## config.mk

```make
export PLATFORM = sky130hd
export DESIGN_NAME = dmx_break_mab_detector
export DESIGN_NICKNAME = d
export VERILOG_FILES = /design/src/rtl/dmx_pkg.sv /design/src/rtl/dmx_line_filter.sv /design/src/rtl/dmx_break_mab_detector.sv
export SDC_FILE = /design/constraint.sdc
export NUM_CORES = 1
export LEC_CHECK = 0
export CAP_MARGIN = 40
export CELL_PAD_IN_SITES_DETAIL_PLACEMENT = 0
export CELL_PAD_IN_SITES_GLOBAL_PLACEMENT = 2
export CORE_MARGIN = 4
export CORE_UTILIZATION = 33
export DETAILED_ROUTE_END_ITERATION = 8
export PLACE_DENSITY_LB_ADDON = 0.08
export SLEW_MARGIN = 5
export SYNTH_ARGS = -nofsm -noshare
export SYNTH_HDL_FRONTEND = slang
export SYNTH_SLANG_ARGS = --single-unit
```

## constraint.sdc

```tcl
create_clock -name clk -period 2.28 [get_ports clk]
set_clock_uncertainty 0.1 [all_clocks]
set_input_delay 0.684 -clock clk [delete_from_list [all_inputs] [get_ports clk]]
set_output_delay 0.684 -clock clk [all_outputs]
set_load 0.01 [all_outputs]
```

## src/rtl/dmx_pkg.sv

```systemverilog
// DMX512 shared definitions: detector FSM states and the us-to-cycles
// conversion used by the frame detector and the slot UART.
package dmx_pkg;

    typedef enum logic [1:0] {
        ST_IDLE      = 2'd0,
        ST_BREAK     = 2'd1,
        ST_MAB       = 2'd2,
        ST_WAIT_HIGH = 2'd3
    } dmx_state_e;

    // Whole cycles per microsecond times the duration. The 64-bit math keeps
    // long windows (1 s at tens of MHz) from overflowing.
    function automatic longint unsigned us_to_cycles(input longint unsigned clk_freq,
                                                     input longint unsigned us);
        return (clk_freq / 64'd1_000_000) * us;
    endfunction

endpackage

```

## src/rtl/dmx_line_filter.sv

```systemverilog
// RX line conditioner: 2-FF synchroniser followed by a glitch filter.
// filt_o takes a new level only after FILT_LEN consecutive synchronised
// samples disagree with it. fall_o/rise_o are single-cycle edge strobes
// of filt_o.
//   clk, rst_n : clock, async active-low reset
//   rx_i       : raw asynchronous line (idles high)
//   filt_o     : filtered level
//   fall_o     : filtered high->low edge strobe
//   rise_o     : filtered low->high edge strobe
module dmx_line_filter #(
    parameter int unsigned FILT_LEN = 3
) (
    input  logic clk,
    input  logic rst_n,
    input  logic rx_i,
    output logic filt_o,
    output logic fall_o,
    output logic rise_o
);

    logic       s1_q, s2_q;
    logic       filt_q, filt_dly_q;
    logic [3:0] fcnt_q;

    always_ff @(posedge clk or negedge rst_n) begin
        if (!rst_n) begin
            s1_q       <= 1'b1;
            s2_q       <= 1'b1;
            filt_q     <= 1'b1;
            filt_dly_q <= 1'b1;
            fcnt_q     <= '0;
        end else begin
            s1_q       <= rx_i;
            s2_q       <= s1_q;
            filt_dly_q <= filt_q;
            // Any agreeing sample restarts the run of disagreeing samples.
            if (s2_q != filt_q) begin
                if (fcnt_q == 4'(FILT_LEN - 1)) begin
                    filt_q <= s2_q;
                    fcnt_q <= '0;
                end else begin
                    fcnt_q <= fcnt_q + 4'd1;
                end
            end else begin
                fcnt_q <= '0;
            end
        end
    end

    assign filt_o = filt_q;
    assign fall_o = filt_dly_q & ~filt_q;
    assign rise_o = ~filt_dly_q & filt_q;

endmodule

```

## src/rtl/dmx_break_mab_detector.sv

```systemverilog
// DMX512 frame-start detector. Measures the filtered BREAK low and the
// following MAB high, checks both against min/max windows, and pulses
// frame_start on the falling edge of the slot-0 start bit.
//   clk, rst_n     : clock, async active-low reset
//   rx_in          : raw DMX line (idles high)
//   enable         : synchronous enable; low forces IDLE
//   break_ok       : pulse, valid BREAK ended
//   frame_start    : pulse, start bit after a valid MAB
//   break_len      : last valid BREAK length (cycles)
//   mab_len        : last valid MAB length (cycles)
//   err_long_break : pulse, low exceeded the BREAK maximum
//   err_mab        : pulse, MAB too short or too long
//   busy           : FSM not in IDLE
module dmx_break_mab_detector
    import dmx_pkg::*;
#(
    parameter int unsigned CLK_FREQ   = 20_000_000,
    parameter int unsigned BRK_MIN_US = 88,
    parameter int unsigned BRK_MAX_US = 1_000_000,
    parameter int unsigned MAB_MIN_US = 8,
    parameter int unsigned MAB_MAX_US = 1_000_000,
    parameter int unsigned FILT_LEN   = 3,
    parameter int unsigned CNT_W      = 25
) (
    input  logic             clk,
    input  logic             rst_n,
    input  logic             rx_in,
    input  logic             enable,
    output logic             break_ok,
    output logic             frame_start,
    output logic [CNT_W-1:0] break_len,
    output logic [CNT_W-1:0] mab_len,
    output logic             err_long_break,
    output logic             err_mab,
    output logic             busy
);

    localparam logic [CNT_W-1:0] BRK_MIN_CYC = CNT_W'(us_to_cycles(CLK_FREQ, BRK_MIN_US));
    localparam logic [CNT_W-1:0] BRK_MAX_CYC = CNT_W'(us_to_cycles(CLK_FREQ, BRK_MAX_US));
    localparam logic [CNT_W-1:0] MAB_MIN_CYC = CNT_W'(us_to_cycles(CLK_FREQ, MAB_MIN_US));
    localparam logic [CNT_W-1:0] MAB_MAX_CYC = CNT_W'(us_to_cycles(CLK_FREQ, MAB_MAX_US));

    logic filt, fall, rise;

    dmx_line_filter #(.FILT_LEN(FILT_LEN)) u_filt (
        .clk    (clk),
        .rst_n  (rst_n),
        .rx_i   (rx_in),
        .filt_o (filt),
        .fall_o (fall),
        .rise_o (rise)
    );

    dmx_state_e       state_q;
    logic [CNT_W-1:0] cnt_q;
    logic             break_ok_q, frame_start_q, err_long_q, err_mab_q;
    logic [CNT_W-1:0] break_len_q, mab_len_q;

    // Saturating increment; the limit checks normally stop cnt well before.
    function automatic logic [CNT_W-1:0] sat_inc(input logic [CNT_W-1:0] v);
        return (v == '1) ? v : v + 1'b1;
    endfunction

    always_ff @(posedge clk or negedge rst_n) begin
        if (!rst_n) begin
            state_q       <= ST_IDLE;
            cnt_q         <= '0;
            break_ok_q    <= 1'b0;
            frame_start_q <= 1'b0;
            err_long_q    <= 1'b0;
            err_mab_q     <= 1'b0;
            break_len_q   <= '0;
            mab_len_q     <= '0;
        end else begin
            break_ok_q    <= 1'b0;
            frame_start_q <= 1'b0;
            err_long_q    <= 1'b0;
            err_mab_q     <= 1'b0;
            if (!enable) begin
                state_q <= ST_IDLE;
                cnt_q   <= '0;
            end else begin
                unique case (state_q)
                    ST_IDLE: begin
                        if (fall) begin
                            state_q <= ST_BREAK;
                            cnt_q   <= CNT_W'(1);
                        end
                    end
                    // Edges win over the limit check and use the
                    // pre-increment count, so a BREAK of exactly the
                    // maximum still qualifies.
                    ST_BREAK: begin
                        if (rise) begin
                            if (cnt_q >= BRK_MIN_CYC) begin
                                break_ok_q  <= 1'b1;
                                break_len_q <= cnt_q;
                                state_q     <= ST_MAB;
                                cnt_q       <= CNT_W'(1);
                            end else begin
                                // Ordinary data-bit low: not an error.
                                state_q <= ST_IDLE;
                                cnt_q   <= '0;
                            end
                        end else if (cnt_q == BRK_MAX_CYC) begin
                            err_long_q <= 1'b1;
                            state_q    <= ST_WAIT_HIGH;
                            cnt_q      <= '0;
                        end else begin
                            cnt_q <= sat_inc(cnt_q);
                        end
                    end
                    ST_MAB: begin
                        if (fall) begin
                            if (cnt_q >= MAB_MIN_CYC) begin
                                frame_start_q <= 1'b1;
                                mab_len_q     <= cnt_q;
                                state_q       <= ST_IDLE;
                                cnt_q         <= '0;
                            end else begin
                                // Short MAB: this fall opens a fresh BREAK.
                                err_mab_q <= 1'b1;
                                state_q   <= ST_BREAK;
                                cnt_q     <= CNT_W'(1);
                            end
                        end else if (cnt_q == MAB_MAX_CYC) begin
                            err_mab_q <= 1'b1;
                            state_q   <= ST_IDLE;
                            cnt_q     <= '0;
                        end else begin
                            cnt_q <= sat_inc(cnt_q);
                        end
                    end
                    ST_WAIT_HIGH: begin
                        if (rise) begin
                            state_q <= ST_IDLE;
                        end
                    end
                    default: begin
                        state_q <= ST_IDLE;
                        cnt_q   <= '0;
                    end
                endcase
            end
        end
    end

    assign break_ok       = break_ok_q;
    assign frame_start    = frame_start_q;
    assign err_long_break = err_long_q;
    assign err_mab        = err_mab_q;
    assign break_len      = break_len_q;
    assign mab_len        = mab_len_q;
    assign busy           = (state_q != ST_IDLE);

    // The filtered level itself is only consumed through its edge strobes.
    logic unused_filt;
    assign unused_filt = filt;

endmodule

```

==> summary.md <==
| Metric | Value |
|---|---|
| DIE HEIGHT | `121.9 microns` |
| Area fraction of the dominant cell type after synthesis | `0.4969` |
| Slowest CP cell | `or4_4` |
| Leak pwr | `2.746 nW` |
| Bufs and invs on worst path | `1` |
| Pwr Total | `0.004446 W` |
| Boundary Pins | `59` |
| Outcome | `completed` |
| Post-layout minimum cycle time | `2.225 ns` |
| IO buf count | `58` |
| CTS H-tree depth | `3` |
| Synth Flop Type | `dfrtp_1` |
| DP Worst Slack | `-0.1932 ns` |
| Antenna viol nets, final | `0` |
| Largest net degree at the start of global routing | `40` |
| Skew-Pair Late Insertion Delay | `0.35 ns` |
| Critical path startpoint category | `register` |
| Worst slew margin | `0.7099` |
| Total GRT Usage | `0.1623` |
| First-pass GRT wire length | `18.29 mm` |
| Mean area per synthesized cell | `11.57 sq um` |
| Fin nets | `499` |
| TritonCTS clock tree | `built` |
| Number of global-route vias before repair | `3,379` |
| YS warnings | `0` |
| Crit-path most repeated cell | `nand4_1` |
| Fin. max-slew vios | `0` |
| Worst EP arrival | `2.35 ns` |
| CTS Buf Count | `9` |
| CP Class | `reg -> reg` |
| Initial antenna violation count | `0` |
| Sequence of cells on the critical path | `ha_1 > nand4_1 > or4_4 > buf_4 > or3_1 > nand4_1 > a31oi_1` |
| Clk root buf | `clkbuf_16` |
| Synth top area cells | `dfrtp_1, mux2_1, dfstp_2, ha_1, a21oi_1` |
| # setup viols final | `0` |
| Worst vdd ir | `0.4282 mV` |
| Hold crit path type | `in -> async` |
| Post-Route WL | `between 10 and 15 mm` |
| Synth area leader | `dfrtp_1` |
| CTS Buffer Depth | `2` |
| FILL cells | `1,209` |
| Core box area | `0.01267 sq mm` |
| Average routed wire per standard cell | `around 17 microns` |
| Crit-path leading delay family | `simple AND/OR/NAND/NOR gates` |
| Total power divided by cell area | `~750 mW/mm^2` |
| DR pass1 iterations | `4` |
| Post-synth cell types | `54` |
| Via density per instance | `roughly 5` |
| Largest stage delay on the critical path | `0.59 ns` |
| Commonest non-fill, non-tap cells in the layout | `dfrtp_1, buf_4, clkdlybuf4s50_1, mux2_1, nand2_1` |
| Drt drc | `0` |
| Final worst setup slack | `about 0.055 ns` |
| CP Capture Type | `register` |
| Asr flop ratio synth | `1.000` |
| Final GP Congestion | `between 0.7 and 0.8` |
| Die area | `0.01486 sq mm` |
| Maximum fanout along the worst path | `10` |
| Hold slack | `0.1275 ns` |
| Register-to-register setup slack | `0.06 ns` |
| RSZ-0062 raised after global routing | `true` |
| Final critical-path share of the clock period | `0.9758` |
| Multi-input gate area | `0.001922 sq mm` |
| Site Rows | `41` |
| Sink Count | `89` |
| Most common cell after layout, fill and taps aside | `dfrtp_1` |
| Vias | `3,289` |
| Die W | `121.9 microns` |
| Fin. Hold Viols | `0` |
| Hold Buf Count CTS | `0` |
| Post-synth EDFFs | `0` |
| Proportion of layout cells with a drive suffix above 1 | `0.2378` |
| Critical path required time | `2.40 ns` |
| Remaining Overflow, GRT | `0` |
| Synthesized cell area | `0.004280 sq mm` |
| Area Growth Syn to Fin | `39.29%` |
| Setup TNS | `0 ns` |
| Diode count | `0` |
| Syn Nets | `382` |
| Mapped Cells | `370` |
| Max Cap Viol | `0` |
| Initial drt markers | `139` |
| Initial Utilization | `0.3378` |
| Fmax | `0.4495 GHz` |
| Clock-pin slew on the worst setup and hold paths | `about 0.07 ns` |
| Worst-margin pin slew | `0.4326 ns` |
| Placed wire-length estimate | `a little over 8 mm` |
| Sequential cell area | `0.002232 sq mm` |
| Register area share after synthesis | `0.5215` |
| Number of synthesized register bits | `89` |
==> logic make-up after synthesis <==
family | Yosys count | synth area share
DFF | 89 | 0.5215
and+or+nand+nor | 110 | 0.1453
AOI/OAI and AO/OA | 62 | 0.1017
xor gates and xnor gates | 10 | 0.02046
buffers and inverters | 37 | 0.04648
muxes | 54 | 0.1412
adders and majority gates | 8 | 0.02339
==> cell usage after synthesis, drive strengths merged, types with 3 or more instances <==
| library cell | instances |
|---|---|
| dfstp | 4 |
| nor2 | 23 |
| nor3 | 5 |
| buf | 19 |
| or3 | 8 |
| nand3 | 8 |
| mux2 | 51 |
| mux2i | 3 |
| xor2 | 6 |
| or4 | 8 |
| ha | 8 |
| nor4 | 6 |
| dfrtp | 85 |
| and4 | 3 |
| nor2b | 4 |
| clkbuf | 5 |
| xnor2 | 4 |
| a21oi | 19 |
| nand2 | 22 |
| o211ai | 6 |
| o21ai | 14 |
| nand2b | 3 |
| o2111ai | 3 |
| o31ai | 6 |
| inv | 13 |
| nand4 | 12 |
==> where the power goes <==
group / leakage [nW] / switching [W] / internal, W
Clock: 0.142 / 0.000655 / 0.000858
Combinational: 1.38 / 0.000642 / 0.000576
Sequential: 1.23 / 0.0000573 / 0.00166
==> what timing repair did <==
| item | in CTS | in global routing |
|---|---|---|
| cloned | 1 | 2 |
| setup endpoints to repair | 51 | 70 |
| hold endpoints to repair | 0 | 0 |
| pin swaps | 3 | 1 |
| resized for setup | 8 | 10 |
| setup buffers | 0 | 1 |
==> metrics by stage <==
stage | utilization | instance area [sq um] | instances
finish | 0.4705 | 5962 | 664
global route | 0.4705 | 5962 | 664
CTS | 0.4641 | 5881 | 661
detailed placement | 0.4358 | 5522 | 644
global placement | 0.4358 | 5522 | 644
floorplan | - | 4280 | 370
==> flip-flops by register name, indices dropped and copies added, names as in the netlist <==
name               count
u_filt.filt_o          1
mab_len               25
u_filt.fcnt_q          4
break_len             25
u_filt.s2_q            1
cnt_q                 25
break_ok               1
frame_start            1
u_filt.s1_q            1
err_long_break         1
u_filt.filt_dly_q      1
state_q                2
err_mab                1
==> layout make-up <==
cell class                 instances  area share
clock buffer                       9     0.03778
timing repair buffer             129      0.2078
sequential                        89      0.3744
multi-input combinational        245      0.3223
inverter                          13    0.008185
tap                              172     0.03610
clock inverter                     7     0.01343
==> final timing paths <==
kind                                  start                end  cells after the start
max in group asynchronous             rst_n  u_filt.filt_dly_q                      2
worst min register to register  u_filt.s1_q        u_filt.s2_q                      0
worst max register to register     cnt_q[0]           cnt_q[0]                      7
worst max-delay path               cnt_q[0]           cnt_q[0]                      7
min in group clk                u_filt.s1_q        u_filt.s2_q                      0
worst min-delay path                  rst_n      break_len[18]                      1
==> metal layers <==
metal	up-vias	part of all wire	GRT usage
met5	-	0	0
met4	0	0.017	0.06653
met3	16	0.042	0.03714
met2	50	0.50	0.2662
met1	1655	0.44	0.2074
li1	1568	-	-
Power figures use the tool's default switching activity.
==> RTL change 1, RTL diff (config.mk and constraints unchanged) <==
Re-encode `dmx_state_e` (4 states) as one-hot, 4 bits wide.
--- a/src/rtl/dmx_pkg.sv
+++ b/src/rtl/dmx_pkg.sv
@@ -4,7 +4,7 @@
 
-    typedef enum logic [1:0] {
-        ST_IDLE      = 2'd0,
-        ST_BREAK     = 2'd1,
-        ST_MAB       = 2'd2,
-        ST_WAIT_HIGH = 2'd3
+    typedef enum logic [3:0] {
+        ST_IDLE      = 4'b0001,
+        ST_BREAK     = 4'b0010,
+        ST_MAB       = 4'b0100,
+        ST_WAIT_HIGH = 4'b1000
     } dmx_state_e;
Check against the original RTL: no difference found for any inputs over 10 cycles, from zero or initial values and one cycle with rst_n low; not proved beyond that.
==> RTL change 1 against the unedited design <==
Final area is 0.25% lower. Cell count is 2.6% lower. Synthesized area grew 2.2%. Sequential share of layout area increased by 1.0 points. Wire length shrank 10%. Clock power barely moved. Worst setup slack gained 0.026 ns. Maximum frequency rose by 1.2%. Sequential cell count rose by 2. Count of clock-buffer cells in the layout increased by 2. Power fell by 6.6%.
==> RTL change 1: results (changes against the unedited design) <==
| Metric | Value |
|---|---|
| WP data arrival | `1.41 ns (-0.94 ns)` |
| Drt wl/cell | `15.9 um (-8.1%)` |
| Slowest stage delay, CP | `0.45 ns (-0.14 ns)` |
| P_sw | `0.00114 W (-15%)` |
| Pre-CTS WS | `-0.359 ns (-0.166 ns)` |
| Pleak | `2.71 nW (-1.4%)` |
| Hpwl dp | `7400 um (-8.7%)` |
| Peak supply drop | `0.864 mV (+100%)` |
| Number of distinct library cells after synthesis | `50 (-7.4%)` |
| Routability cong. | `0.785 (+0.85%)` |
| Combinational group power | `0.000858 W (-30%)` |
| Mux contribution to synthesized area | `16.5% (+2.4 points)` |
| Total length of routed met3 wires | `402 um (-16%)` |
| Fill cells | `1,215 (+0.50%)` |
| N_diodes | `0 (unchanged)` |
| Placed cell area | `5540 um2 (+0.34%)` |
| XOR/XNOR share of the synthesized area | `4.80% (+2.8 points)` |
| Total track usage | `14.4% (-1.8 points)` |
| Post-synth net total | `366 (-4.2%)` |
| Routed wl met2 | `5100 um (-11%)` |
| M1 WL | `4670 um (-8.6%)` |
| Syn Area/Cell | `12.2 um2 (+5.6%)` |
| FF-to-FF path depth | `8 (+1)` |
| Slowest CP cell | `dfrtp_2` |
| Status | `finished clean` |
| Share of cells above drive strength 1 | `32.2% (+8.4 points)` |
| Largest net degree at the start of global routing | `44 (+10%)` |
| R2R setup slack | `0.10 ns (+0.04 ns)` |
| Top post-synthesis cells by area | `dfrtp_1, mux2_4, xnor2_1` |
| Post-synth top cells | `dfrtp_1, nor2_1, mux2_4` |
| Initial DRC Count | `94 (-32%)` |
| Compound-cell area share of the yosys netlist | `3.12% (-7.1 points)` |
| Top Metal Used | `met4` |
| Top cell family by delay on the critical path | `flip-flops` |
| First-pass GRT wire length | `16,600 um (-9.0%)` |
| Nets | `478 (-4.2%)` |
| Seq pwr share | `42.9% (+4.3 points)` |
| Finished Layout Cells | `647 (-2.6%)` |
| Seq/Total Area, Yosys | `52.2% (about the same)` |
| Hold Slack | `0.165 ns (+0.0375 ns)` |
| Crit path max fanout | `4 (-6)` |
| Synth Area in Adders | `1.14% (-1.2 points)` |
| Total power | `0.00415 W (-6.6%)` |
| Layout area overhead | `35.9%` |
| Placed Cells | `627 (-2.6%)` |
RTL change 1: final cells by class:
type / count / share of cell area, %
Sequential cell: 91 / 38.4
Multi-Input combinational cell: 241 / 33.2
Timing Repair Buffer: 119 / 19.2
Clock buffer: 11 / 4.08
Tap cell: 172 / 3.62
Clock inverter: 5 / 1.01
Inverter: 8 / 0.505
RTL change 1: repair_timing:
item | 4_1_cts | 5_1_grt
resized for setup | 2 | 10
pin swaps | 0 | 1
cloned | 0 | 1
setup endpoints to repair | 1 | 51
buffers inserted | 1 | 2
RTL change 1: worst paths after layout:
kind	startpoint	endpoint
worst min register to register	u_filt.s1_q	u_filt.s2_q
worst max-delay path	state_q[3]	busy
worst max register to register	cnt_q[22]	break_len[17]
max in group asynchronous	rst_n	state_q[0]
worst min-delay path	rst_n	break_len[12]
min in group clk	u_filt.s1_q	u_filt.s2_q
RTL change 1: per-layer routing:
layer	GRT usage (%)	vias up
met4	4.36	0
met3	4.53	8
met2	23.1	53
met5	0	-
li1	-	1478
met1	18.6	1543
==> RTL change 2, RTL diff (same settings) <==
Made on the original files. The parameter `CNT_W` goes from 25 to 50.
--- a/src/rtl/dmx_break_mab_detector.sv
+++ b/src/rtl/dmx_break_mab_detector.sv
@@ -22,3 +22,3 @@
     parameter int unsigned FILT_LEN   = 3,
-    parameter int unsigned CNT_W      = 25
+    parameter int unsigned CNT_W      = 50
 ) (
Interface: changed (resized break_len and mab_len); port bits go from 59 to 109. The function was not compared with the original's and may differ.
==> RTL change 2 against the unedited design <==
The flow now finishes with violations (negative setup slack). Die area increased by 71%. Sequential cell count increased by 75. Synthesized area increased by 77%. Final area increased by 99%. Worst setup slack got worse by 0.33 ns. Utilization increased by 5.5 points. Power increased by 72%. First-iteration DRC count increased by 61%. Wire length increased by 97%. Via count increased by 92%. Critical path type unchanged. Critical endpoint is now cnt_q[45]. Largest cell class unchanged. Largest power group unchanged. Highest routed layer unchanged.
==> RTL change 2: results (changes against the unedited design) <==
| Metric | Value |
|---|---|
| Status | `finished with violations` |
| Htree depth | `4 (+1)` |
| Final worst slack | `-0.277 ns (-0.332 ns)` |
| Final setup vio count | `152 (+152)` |
| Total track usage | `17.8% (+1.5 points)` |
| Clk pwr | `0.00292 W (+93%)` |
| Failing checks | `negative setup slack` |
| Routability cong. | `0.897 (+15%)` |
| Synth Area in Adders | `1.32% (-1.0 points)` |
| Share of cells above drive strength 1 | `48.4% (+25 points)` |
| Setup Fix Bufs, Post-CTS | `20 (+20)` |
| Nets | `930 (+86%)` |
| Slowest stage delay, CP | `0.44 ns (-0.15 ns)` |
| Buffers on Ports | `108 (+86%)` |
| Later-pin clock latency in the skew report | `0.43 ns (+0.08 ns)` |
| Number of buffers created by CTS | `17 (+8)` |
| Post-synth net total | `662 (+73%)` |
| Post-synth top cells | `dfrtp_1, mux2_2, nor2_1` |
| Routed Wire Length | `22,700 um (+97%)` |
| Crit path max fanout | `8 (-2)` |
| First-pass GRT wire length | `36,400 um (+99%)` |
| Pleak | `5.23 nW (+91%)` |
| Critical Path End | `cnt_q[45]` |
| Number of gates resized after cts | `74 (+66)` |
| Number of global-route vias before repair | `6,781 (+100%)` |
| Internal power | `0.00538 W (+74%)` |
| FF-to-FF path depth | `10 (+3)` |
| Peak supply drop | `0.554 mV (+29%)` |
| Number of distinct library cells after synthesis | `58 (+7.4%)` |
[RTL change 2: area by class of cell]
| cell class | count | area [um2] |
|---|---|---|
| Tap cell | 285 | 357 |
| Sequential cell | 164 | 4120 |
| Timing Repair Buffer | 297 | 2840 |
| Clock inverter | 14 | 159 |
| Inverter | 13 | 48.8 |
| Clock buffer | 18 | 439 |
| Multi-Input combinational cell | 425 | 3930 |
| Fill cell | 1955 | 10700 |
[RTL change 2: cell families after synthesis]
kind of cell / after synthesis
simple gates: 207
flops: 164
mux: 102
compound gates: 85
buf+inv: 61
xor+xnor: 23
fa+ha+maj: 8
[RTL change 2: worst register-to-register path: stages, from the launching register on]
cell       delay, ns
dfrtp_1         0.44
nor4_4          0.34
buf_4           0.15
nand4_1         0.17
buf_6           0.19
nor4_4          0.34
nor3b_4         0.13
nor2_4          0.16
buf_12          0.17
clkbuf_16       0.19
a21oi_1         0.05
[RTL change 2: routing by layer]
| metal | share of wire [%] | wire length (um) | GRT usage [%] | vias to the layer above |
|---|---|---|---|---|
| li1 | - | - | - | 2916 |
| met1 | 43 | 9650 | 22.1 | 3237 |
| met2 | 52 | 11800 | 31.1 | 143 |
| met3 | 3.6 | 823 | 3.34 | 28 |
| met4 | 1.6 | 363 | 6.07 | 0 |
| met5 | 0 | 0 | 0 | - |
[RTL change 2: stage by stage]
step	hold slack [ns]	instance area (um2)	std cells	total power (W)	setup WS [ns]
global placement	0.249	10200	1149	0.00412	-0.579
detailed placement	0.250	10200	1149	0.00414	-0.573
CTS	0.0600	11300	1202	0.00750	-0.284
floorplan	0.245	7720	650	0.00363	-0.210
finish	0.0618	11900	1216	0.00766	-0.277
global route	0.0790	11900	1216	0.00799	-0.372
